`src/rtl/u2zm_pkg.sv`:
```
// ---------------------------------------------------------------------------
// u2zm_pkg
//
// Shared types and constants for the serial two's complement (U2) to
// sign-magnitude (ZM) converter.
//
// Contents:
//   state_e  - converter FSM states: IDLE, SHIFT, DONE
//   ST_OK    - status 2'b00, result valid and in range (also the idle status)
//   ST_OVF   - status 2'b01, operand was -2^(m-1), which has no ZM encoding
//   ST_BUSY  - status 2'b10, conversion in progress
//   Status 2'b11 is reserved and never driven.
// ---------------------------------------------------------------------------
package u2zm_pkg;

  typedef enum logic [1:0] {
    IDLE  = 2'd0,
    SHIFT = 2'd1,
    DONE  = 2'd2
  } state_e;

  localparam logic [1:0] ST_OK   = 2'b00;
  localparam logic [1:0] ST_OVF  = 2'b01;
  localparam logic [1:0] ST_BUSY = 2'b10;

endpackage

```
`src/rtl/u2zm_bit_cell.sv`:
```
// ---------------------------------------------------------------------------
// u2zm_bit_cell
//
// One step of the copy-until-first-one-then-invert rule that negates a
// two's complement value bit-serially, LSB first. For a positive operand
// the bit passes through unchanged; for a negative operand, bits up to
// and including the first 1 are copied and every later bit is inverted.
//
// Ports:
//   op_bit     in   current operand bit
//   sign       in   operand sign (1 = negative)
//   seen       in   a 1 has already been processed at a lower bit position
//   mag_bit    out  magnitude bit for this position
//   seen_next  out  seen flag to carry to the next bit position
// ---------------------------------------------------------------------------
module u2zm_bit_cell (
  input  logic op_bit,
  input  logic sign,
  input  logic seen,
  output logic mag_bit,
  output logic seen_next
);

  assign mag_bit   = (sign && seen) ? ~op_bit : op_bit;
  // Tracking the flag for positive operands too is harmless: it only
  // affects mag_bit when sign is set.
  assign seen_next = seen | op_bit;

endmodule

```
`src/rtl/u2_to_zm_serial.sv`:
```
// ---------------------------------------------------------------------------
// u2_to_zm_serial
//
// Sequential converter from two's complement (U2) to sign-magnitude (ZM).
// One m-bit operand is accepted on an input valid/ready handshake, its
// magnitude is derived one bit per cycle LSB first (m-1 SHIFT cycles),
// and the ZM result plus a 2-bit status are presented on an output
// valid/ready handshake. One conversion takes m+1 cycles end to end when
// the consumer is always ready.
//
// Parameters:
//   m         operand/result width, m >= 2; bit m-1 is the sign
//
// Ports:
//   i_clk     in   clock, rising edge
//   i_rst     in   asynchronous active-high reset
//   i_valid   in   operand present on i_argA
//   o_ready   out  block can accept an operand (IDLE only)
//   i_argA    in   signed U2 operand, sampled only on the acceptance edge
//   o_valid   out  o_result/o_status hold a completed conversion (DONE)
//   i_ready   in   consumer takes the result; ignored outside DONE
//   o_result  out  ZM result: bit m-1 sign, bits m-2..0 magnitude
//   o_status  out  ST_OK / ST_OVF / ST_BUSY
//
// Build option:
//   U2ZM_SAT_EN  when defined, an overflow operand (-2^(m-1)) yields
//                all ones (largest negative magnitude); otherwise it
//                yields 1 followed by zeros. Status is ST_OVF either way
//                and timing is identical in both builds.
// ---------------------------------------------------------------------------
module u2_to_zm_serial
  import u2zm_pkg::*;
#(
  parameter int m = 4
) (
  input  logic         i_clk,
  input  logic         i_rst,
  input  logic         i_valid,
  output logic         o_ready,
  input  logic [m-1:0] i_argA,
  output logic         o_valid,
  input  logic         i_ready,
  output logic [m-1:0] o_result,
  output logic [1:0]   o_status
);

  localparam int CW = $clog2(m);

  state_e         state_q;
  state_e         state_d;

  logic [m-2:0]   op_q;       // unprocessed operand bits, LSB at op_q[0]
  logic [m-2:0]   mag_q;      // magnitude bits collected so far, shifted in from the top
  logic           sign_q;
  logic           seen_q;
  logic           ovf_q;
  logic [CW-1:0]  cnt_q;
  logic [m-1:0]   res_q;

  logic           mag_bit;
  logic           seen_nxt;
  logic           last_bit;
  logic           ovf_in;
  logic [m-1:0]   mag_shift;
  logic [m-1:0]   res_final;

  // -------------------------------------------------------------------------
  // Bit cell: one instance, fed from the bottom of the operand shift register
  // -------------------------------------------------------------------------
  u2zm_bit_cell u_cell (
    .op_bit    (op_q[0]),
    .sign      (sign_q),
    .seen      (seen_q),
    .mag_bit   (mag_bit),
    .seen_next (seen_nxt)
  );

  // New magnitude bit enters at the top; after m-1 shifts the first
  // processed bit has reached position 0.
  assign mag_shift = {mag_bit, mag_q};
  assign last_bit  = (state_q == SHIFT) && (cnt_q == CW'(m - 2));

  // -2^(m-1) is the only U2 value whose magnitude does not fit in m-1 bits.
  assign ovf_in    = i_argA[m-1] && (i_argA[m-2:0] == '0);

  always_comb begin
    if (ovf_q) begin
`ifdef U2ZM_SAT_EN
      res_final = '1;
`else
      res_final = {1'b1, {(m-1){1'b0}}};
`endif
    end else begin
      res_final = {sign_q, mag_shift[m-1:1]};
    end
  end

  // -------------------------------------------------------------------------
  // FSM: state register
  // -------------------------------------------------------------------------
  always_ff @(posedge i_clk or posedge i_rst) begin
    if (i_rst) begin
      state_q <= IDLE;
    end else begin
      // NOTE: clocked state uses non-blocking assignments so every register
      // samples the pre-edge values regardless of statement order.
      state_q <= state_d;
    end
  end

  // -------------------------------------------------------------------------
  // FSM: next state and handshake/status outputs
  // -------------------------------------------------------------------------
  always_comb begin
    // NOTE: every output of this block gets a default first so no path
    // leaves it unassigned, which would infer a latch.
    state_d  = state_q;
    o_ready  = 1'b0;
    o_valid  = 1'b0;
    o_status = ST_OK;

    case (state_q)
      IDLE: begin
        o_ready = 1'b1;
        if (i_valid) begin
          state_d = SHIFT;
        end
      end

      SHIFT: begin
        o_status = ST_BUSY;
        if (last_bit) begin
          state_d = DONE;
        end
      end

      DONE: begin
        o_valid  = 1'b1;
        o_status = ovf_q ? ST_OVF : ST_OK;
        if (i_ready) begin
          state_d = IDLE;
        end
      end

      default: begin
        state_d = IDLE;
      end
    endcase
  end

  // -------------------------------------------------------------------------
  // Datapath: operand capture, serial conversion, result register
  // -------------------------------------------------------------------------
  always_ff @(posedge i_clk or posedge i_rst) begin
    if (i_rst) begin
      op_q   <= '0;
      mag_q  <= '0;
      sign_q <= 1'b0;
      seen_q <= 1'b0;
      ovf_q  <= 1'b0;
      cnt_q  <= '0;
      res_q  <= '0;
    end else begin
      case (state_q)
        IDLE: begin
          if (i_valid) begin
            op_q   <= i_argA[m-2:0];
            sign_q <= i_argA[m-1];
            ovf_q  <= ovf_in;
            mag_q  <= '0;
            seen_q <= 1'b0;
            cnt_q  <= '0;
          end
        end

        SHIFT: begin
          op_q   <= op_q >> 1;
          mag_q  <= mag_shift[m-1:1];
          seen_q <= seen_nxt;
          cnt_q  <= cnt_q + CW'(1);
          if (last_bit) begin
            res_q <= res_final;
          end
        end

        default: begin
          // DONE: everything holds so the result is stable under backpressure.
        end
      endcase
    end
  end

  assign o_result = res_q;

endmodule

```
`config.mk`:
```
export PLATFORM = sky130hd
export DESIGN_NAME = u2_to_zm_serial
export DESIGN_NICKNAME = d
export VERILOG_FILES = /design/src/rtl/u2zm_pkg.sv /design/src/rtl/u2zm_bit_cell.sv /design/src/rtl/u2_to_zm_serial.sv
export SDC_FILE = /design/constraint.sdc
export NUM_CORES = 1
export LEC_CHECK = 0
export CAP_MARGIN = 10
export CORE_ASPECT_RATIO = 1.1
export CORE_UTILIZATION = 47
export CTS_BUF_LIST = sky130_fd_sc_hd__clkbuf_8
export DETAILED_ROUTE_END_ITERATION = 10
export PLACE_DENSITY = 0.77
export SLEW_MARGIN = 20
export SYNTH_ARGS = -nofsm -noshare
export SYNTH_HDL_FRONTEND = slang
export SYNTH_SLANG_ARGS = --single-unit
```
`constraint.sdc`:
```
create_clock -name i_clk -period 1.65 [get_ports i_clk]
set_clock_uncertainty 0.2 [all_clocks]
set_input_delay 0.495 -clock i_clk [delete_from_list [all_inputs] [get_ports i_clk]]
set_output_delay 0.495 -clock i_clk [all_outputs]
set_load 0.02 [all_outputs]
```
==> results of run 1 <==
-- cell type report --
cell class	instances	area (um^2)
clock buffer	4	55.05
tap	17	21.27
fill	93	256.5
multi-input combinational	56	451.7
sequential	16	400.4
timing repair buffer	39	372.9
inverter	5	18.77
-- layout by cell type (no fill, tap or decap), drive strengths merged --
| cell | instances |
|---|---|
| a21oi | 4 |
| a221o | 2 |
| a22o | 1 |
| a31oi | 2 |
| and2 | 1 |
| and3 | 1 |
| buf | 27 |
| clkbuf | 6 |
| clkdlybuf4s15 | 3 |
| clkdlybuf4s50 | 6 |
| dfrtp | 16 |
| dlygate4sd2 | 1 |
| ha | 4 |
| inv | 5 |
| mux2 | 2 |
| mux2i | 1 |
| nand2 | 13 |
| nand2b | 8 |
| nand3 | 3 |
| nor2 | 3 |
| o21ai | 8 |
| o31ai | 1 |
| or4b | 1 |
| xor2 | 1 |
-- cells by family (layout without fill, tap and decap cells) --
family	count (synthesis)	in the layout	synth area share, %
adders and majority gates	4	4	6.260
AOI/OAI and AO/OA	18	18	13.77
xor gates and xnor gates	1	1	1.096
buffers and inverters	7	48	3.912
muxes	3	3	4.538
DFF	16	16	50.08
and+or+nand+nor	30	30	20.34
-- tightest hold or removal path, delay by kind of cell, from the launching register on --
kind	cells	cell delay, ns
AOI/OAI and AO/OA	1	0.06
and+or+nand+nor	1	0.05
DFF	1	0.34
-- per-stage QoR --
stage / TNS, ns / util [%] / cell area [um^2]
2_1_floorplan: -0.06626 / - / 814.5
3_3_place_gp: -3.567 / 69.68 / 1099
3_5_place_dp: -3.931 / 69.68 / 1099
4_1_cts: -0.6235 / 77.38 / 1220
5_1_grt: -1.580 / 83.73 / 1320
6_report: -0.9479 / 83.73 / 1320
-- final timing paths --
check / startpoint / to
worst max-delay path: state_q[1]$_DFFE_PP0P_ / o_status[0]
worst min-delay path: o_result[3]$_DFFE_PP0P_ / o_result[3]$_DFFE_PP0P_
worst max register to register: state_q[1]$_DFFE_PP0P_ / op_q[0]$_DFFE_PP0P_
worst min register to register: o_result[3]$_DFFE_PP0P_ / o_result[3]$_DFFE_PP0P_
max in group asynchronous: i_rst / cnt_q[0]$_DFFE_PP0P_
min in group asynchronous: i_rst / state_q[1]$_DFFE_PP0P_
-- sequential cells by signal (all words and copies together) (netlist names) --
signal / count
cnt_q: 2
mag_q: 2
o_result: 4
op_q: 3
ovf_q: 1
seen_q: 1
sign_q: 1
state_q: 2
-- metal layers --
layer	GRT usage (%)	vias up	share of wire [%]
met1	28.71	388	37
met4	5.806	0	3.3
met2	38.44	33	54
met5	0	-	0
li1	-	353	-
met3	7.389	11	4.7
-- cell usage after synthesis (all sizes together) --
cell,number,share of area (%)
dfrtp,16,50
nand2,13,6.1
nand2b,8,7.2
o21ai,8,5.0
inv,5,2.3
a21oi,4,2.5
ha,4,6.3
nand3,3,2.5
nor2,3,1.4
a221o,2,2.5
a31oi,2,1.6
buf,2,1.6
mux2,2,3.3
a22o,1,1.3
and2,1,1.1
and3,1,0.78
mux2i,1,1.3
o31ai,1,0.94
or4b,1,1.3
xor2,1,1.1
-- what timing repair did --
action | CTS | global route
endpoints found under the setup margin | 13 | 13
gates cloned | 0 | 1
resized for setup | 39 | 15
hold buffers | 0 | 0
pin swaps | 3 | 3
setup buffers | 2 | 4
-- where the power goes --
group	switching [mW]	leakage, nW	internal [mW]
registers	0.127	0.209	0.561
logic	0.746	0.378	0.810
clock network	0.137	0.0288	0.212
==> flow_metrics.py, run 1 <==
metrics = {
    "floorplanning": {
        "coreArea_um2": 1577,
        "die_y_um": 45.26,
        "fp.dieW_um": 41.33,
        "die-area_um2": 1870,
        "initial_core_util_pct": 50.71,
        "design.portCount": 16,
        "core.rowCount": 15,
    },
    "power_and_ir_drop": {
        "p_per_area_nw_per_um2": 1964,
        "p_leak_nw": 0.6157,
        "peakVddDrop_v": 0.001268,
        "power_mw": 2.593,
    },
    "timing": {
        "drv_slew": 0,
        "fin_crit_ns": 1.916,
        "setup_viol": 10,
        "hold_ws_ns": 0.2834,
        "fin_ws_ns": -0.2660,
        "worst-slew-pin-transition_ns": 0.2763,
        "fmax_mhz": 521.9,
        "fin_crit_sh_pct": 116.1,
        "rsz0062_at_grt": "true",
        "finalHoldViolCount": 0,
        "relSlewSlack_pct": 81.52,
    },
    "status": {
        "violations": "setup timing",
        "status": "finished with violations",
    },
    "synth": {
        "ys_types": 25,
        "avgSynthCellArea_um2": 10.12,
        "ys_warn_count": 0,
        "synth_nets": 91,
        "ys_seq_elements": 16,
        "synth-seq-area-share_pct": 50.08,
        "synthCells": 79,
        "netlist_area_um2": 799.5,
    },
    "final_layout": {
        "nNetsFinal": 133,
        "diodes": 0,
        "drive_above_1_share_pct": 41.67,
        "syn_to_final_growth_pct": 65.10,
        "fin_cells": 137,
    },
    "routing": {
        "vias": 785,
        "first_pass_iters": 4,
        "viasPerCell": 5.730,
        "wl_um": 2502,
        "drtIter0Drc": 12,
        "routedWlPerCell_um": 18.26,
        "drc": 0,
        "drtAntennaViolNets": 0,
    },
    "setup_path": {
        "crit_family": "flip-flops",
        "crit_path_start_kind": "flip-flop",
        "crit_cells": 4,
        "max_stage_delay_ns": 0.38,
        "path_max_fanout": 2,
        "critPathRequiredTime_ns": 0.95,
        "critical_path_arrival_ns": 1.22,
        "critPathSlowestCell": "dfrtp_1",
        "cp.buffers_inverters": 2,
        "ff2ff_setup_slack_ns": -0.12,
        "cp-end-kind": "output port",
        "path_class": "reg -> out",
        "cp_cell_sequence": "inv_2 -> ha_4 -> and3_4 -> buf_6",
        "reg2regPathDepth": 7,
    },
    "global_routing": {
        "gr-usage-all-layers_pct": 23.23,
        "grt_pass1_vias": 668,
        "grt_pass1_wl_um": 2829,
        "antenna_found_initial": 0,
        "grt.overflow.total": 0,
        "grt_start_max_net_pins": 17,
    },
    "clock_network": {
        "clk_path_buf_depth": 2,
        "clk_pin_slew_ns": 0.06,
        "clock_latency_ns": 0.25,
        "numCtsBuffers": 3,
        "clockRootBuffer": "clkbuf_8",
        "cts_sinks": 16,
        "cts_tree": "yes",
        "htree_num_levels": 1,
    },
    "min_path": {
        "hold_depth": 2,
        "hold_class": "reg -> reg",
    },
    "place": {
        "place_ws_ns": -0.4879,
        "dp.final_hpwl_um": 1306,
        "place.gp.congestion": 0.7522,
        "io_buffers": 15,
        "placedCellCount": 126,
    },
    "run": {
        "max_cap_viol_count": 0,
    },
}
(Power assumes the default switching activity.)
==> run 2, diff against run 1 <==
--- a/config.mk
+++ b/config.mk
@@ -6,11 +6,11 @@
 export NUM_CORES = 1
 export LEC_CHECK = 0
 export CAP_MARGIN = 10
-export CORE_ASPECT_RATIO = 1.1
 export CORE_UTILIZATION = 47
 export CTS_BUF_LIST = sky130_fd_sc_hd__clkbuf_8
 export DETAILED_ROUTE_END_ITERATION = 10
 export PLACE_DENSITY = 0.77
+export SKIP_CTS_REPAIR_TIMING = 1
 export SLEW_MARGIN = 20
 export SYNTH_ARGS = -nofsm -noshare
 export SYNTH_HDL_FRONTEND = slang
==> flow_metrics.py, run 2 (synthesized netlist as in run 1, its figures left out) <==
metrics = {
    "clock_network": {
        "htree_num_levels": 1,
        "cts_tree": "yes",
        "clockRootBuffer": "clkbuf_8",
        "numCtsBuffers": 3,
        "clk_pin_slew_ns": 0.06,
        "cts_sinks": 16,
        "clock_latency_ns": 0.25,
        "clk_path_buf_depth": 2,
    },
    "setup_path": {
        "crit_path_start_kind": "flip-flop",
        "cp.buffers_inverters": 2,
        "path_max_fanout": 2,
        "max_stage_delay_ns": 0.40,
        "crit_top_cell": "buf_6",
        "critPathRequiredTime_ns": 0.95,
        "critPathSlowestCell": "dfrtp_1",
        "cp-end-kind": "output port",
        "critical_path_arrival_ns": 1.21,
        "crit_cells": 4,
        "path_class": "reg -> out",
        "crit_family": "flip-flops",
        "reg2regPathDepth": 8,
        "cp_cell_sequence": "buf_6 -> ha_4 -> and3_4 -> buf_6",
    },
    "power_and_ir_drop": {
        "p_per_area_nw_per_um2": 1890,
        "p_leak_nw": 0.6438,
        "power_mw": 2.372,
        "peakVddDrop_v": 0.001296,
    },
    "global_routing": {
        "grt.overflow.total": 0,
        "grt_pass1_wl_um": 2967,
        "grt_start_max_net_pins": 17,
        "antenna_found_initial": 0,
        "gr-usage-all-layers_pct": 22.06,
        "grt_pass1_vias": 717,
    },
    "run": {
        "max_cap_viol_count": 0,
    },
    "floorplanning": {
        "die_y_um": 43.25,
        "die-area_um2": 1870,
        "coreArea_um2": 1541,
        "initial_core_util_pct": 51.87,
        "core.rowCount": 14,
        "design.portCount": 16,
        "fp.dieW_um": 43.25,
    },
    "routing": {
        "viasPerCell": 5.446,
        "drtIter0Drc": 27,
        "routedWlPerCell_um": 14.47,
        "drtAntennaViolNets": 0,
        "drc": 0,
        "vias": 708,
        "wl_um": 1881,
        "first_pass_iters": 4,
    },
    "final_layout": {
        "fillCellCount": 96,
        "syn_to_final_growth_pct": 56.96,
        "layout_common_cells": "dfrtp_1 (16), buf_4 (14), nand2_1 (8), buf_6 (7)",
        "nNetsFinal": 127,
        "drive_above_1_share_pct": 40.35,
        "diodes": 0,
        "final_common_cell": "dfrtp_1",
        "largest_reg_flops": 4,
        "final_util_pct": 81.41,
    },
    "timing": {
        "rsz0062_at_grt": "true",
        "worst-slew-pin-transition_ns": 0.2320,
        "relSlewSlack_pct": 84.51,
        "fin_ws_ns": -0.2536,
        "fin_crit_ns": 1.904,
        "setup_tns_ns": -0.9645,
        "hold_ws_ns": 0.2774,
        "fmax_mhz": 525.3,
        "finalHoldViolCount": 0,
        "drv_slew": 0,
        "setup_viol": 9,
        "fin_crit_sh_pct": 115.4,
    },
    "place": {
        "dp.final_hpwl_um": 1229,
        "place.gp.congestion": 0.7909,
        "io_buffers": 15,
    },
    "status": {
        "status": "finished with violations",
        "violations": "setup timing",
    },
    "min_path": {
        "hold_class": "reg -> reg",
        "hold_depth": 2,
    },
}
## run 2: changes by cell type in the layout (fill, tap and decap cells not counted), moves of 2 or more
cell | before | now
buf_4 | 17 | 14
dlymetal6s2s_1 | 0 | 5
nand2_1 | 12 | 8
o21ai_0 | 6 | 3
buf_6 | 9 | 7
nand2_2 | 1 | 5
clkdlybuf4s15_1 | 3 | 0
o21ai_1 | 2 | 4
## run 2: metrics by stage
stage / setup WS, ns / instances / area [um^2]
final: -0.2536 / 130 / 1255
after global routing: -0.2851 / 130 / 1255
after CTS: -0.7728 / 127 / 1137
after detailed placement: -0.5002 / 123 / 1082
after global placement: -0.4722 / 123 / 1082
after floorplan: -0.03313 / 79 / 814.5
## run 2: metal layers
layer  GRT usage [%]  share of wire (%)  vias to the layer above
met5               0                  0                        -
met2           37.91                 52                       23
met1           25.35                 41                      341
li1                -                  -                      340
met4           12.12                1.7                        0
met3           4.255                4.4                        4
## run 2: final timing paths
kind                                         startpoint                      end  slack, ns
worst max register to register   state_q[1]$_DFFE_PP0P_   state_q[1]$_DFFE_PP0P_      -0.07
worst min register to register  o_result[1]$_DFFE_PP0P_  o_result[1]$_DFFE_PP0P_       0.28
worst min-delay path            o_result[1]$_DFFE_PP0P_  o_result[1]$_DFFE_PP0P_       0.28
worst max-delay path             state_q[1]$_DFFE_PP0P_              o_status[0]      -0.25
max in group asynchronous                         i_rst        ovf_q$_DFFE_PP0P_       0.72
min in group asynchronous                         i_rst   state_q[0]$_DFFE_PP0P_       0.35
## run 2: power by group
part,internal [mW],total (mW),switching [mW]
clock,0.212,0.344,0.133
combinational,0.708,1.35,0.640
sequential,0.561,0.680,0.119
total,1.48,2.37,0.891
## run 2: layout make-up
cell class / count / area (um^2) / share of cell area (%)
multi-input combinational: 56 / 439.2 / 35.00
sequential: 16 / 400.4 / 31.90
timing repair buffer: 33 / 321.6 / 25.62
clock buffer: 4 / 55.05 / 4.387
tap: 16 / 20.02 / 1.595
inverter: 5 / 18.77 / 1.496
## run 2: tightest hold or removal path, stage by stage (launching register included)
cell     delay (ns)
dfrtp_1        0.33
nand2_1        0.05
o21ai_0        0.06
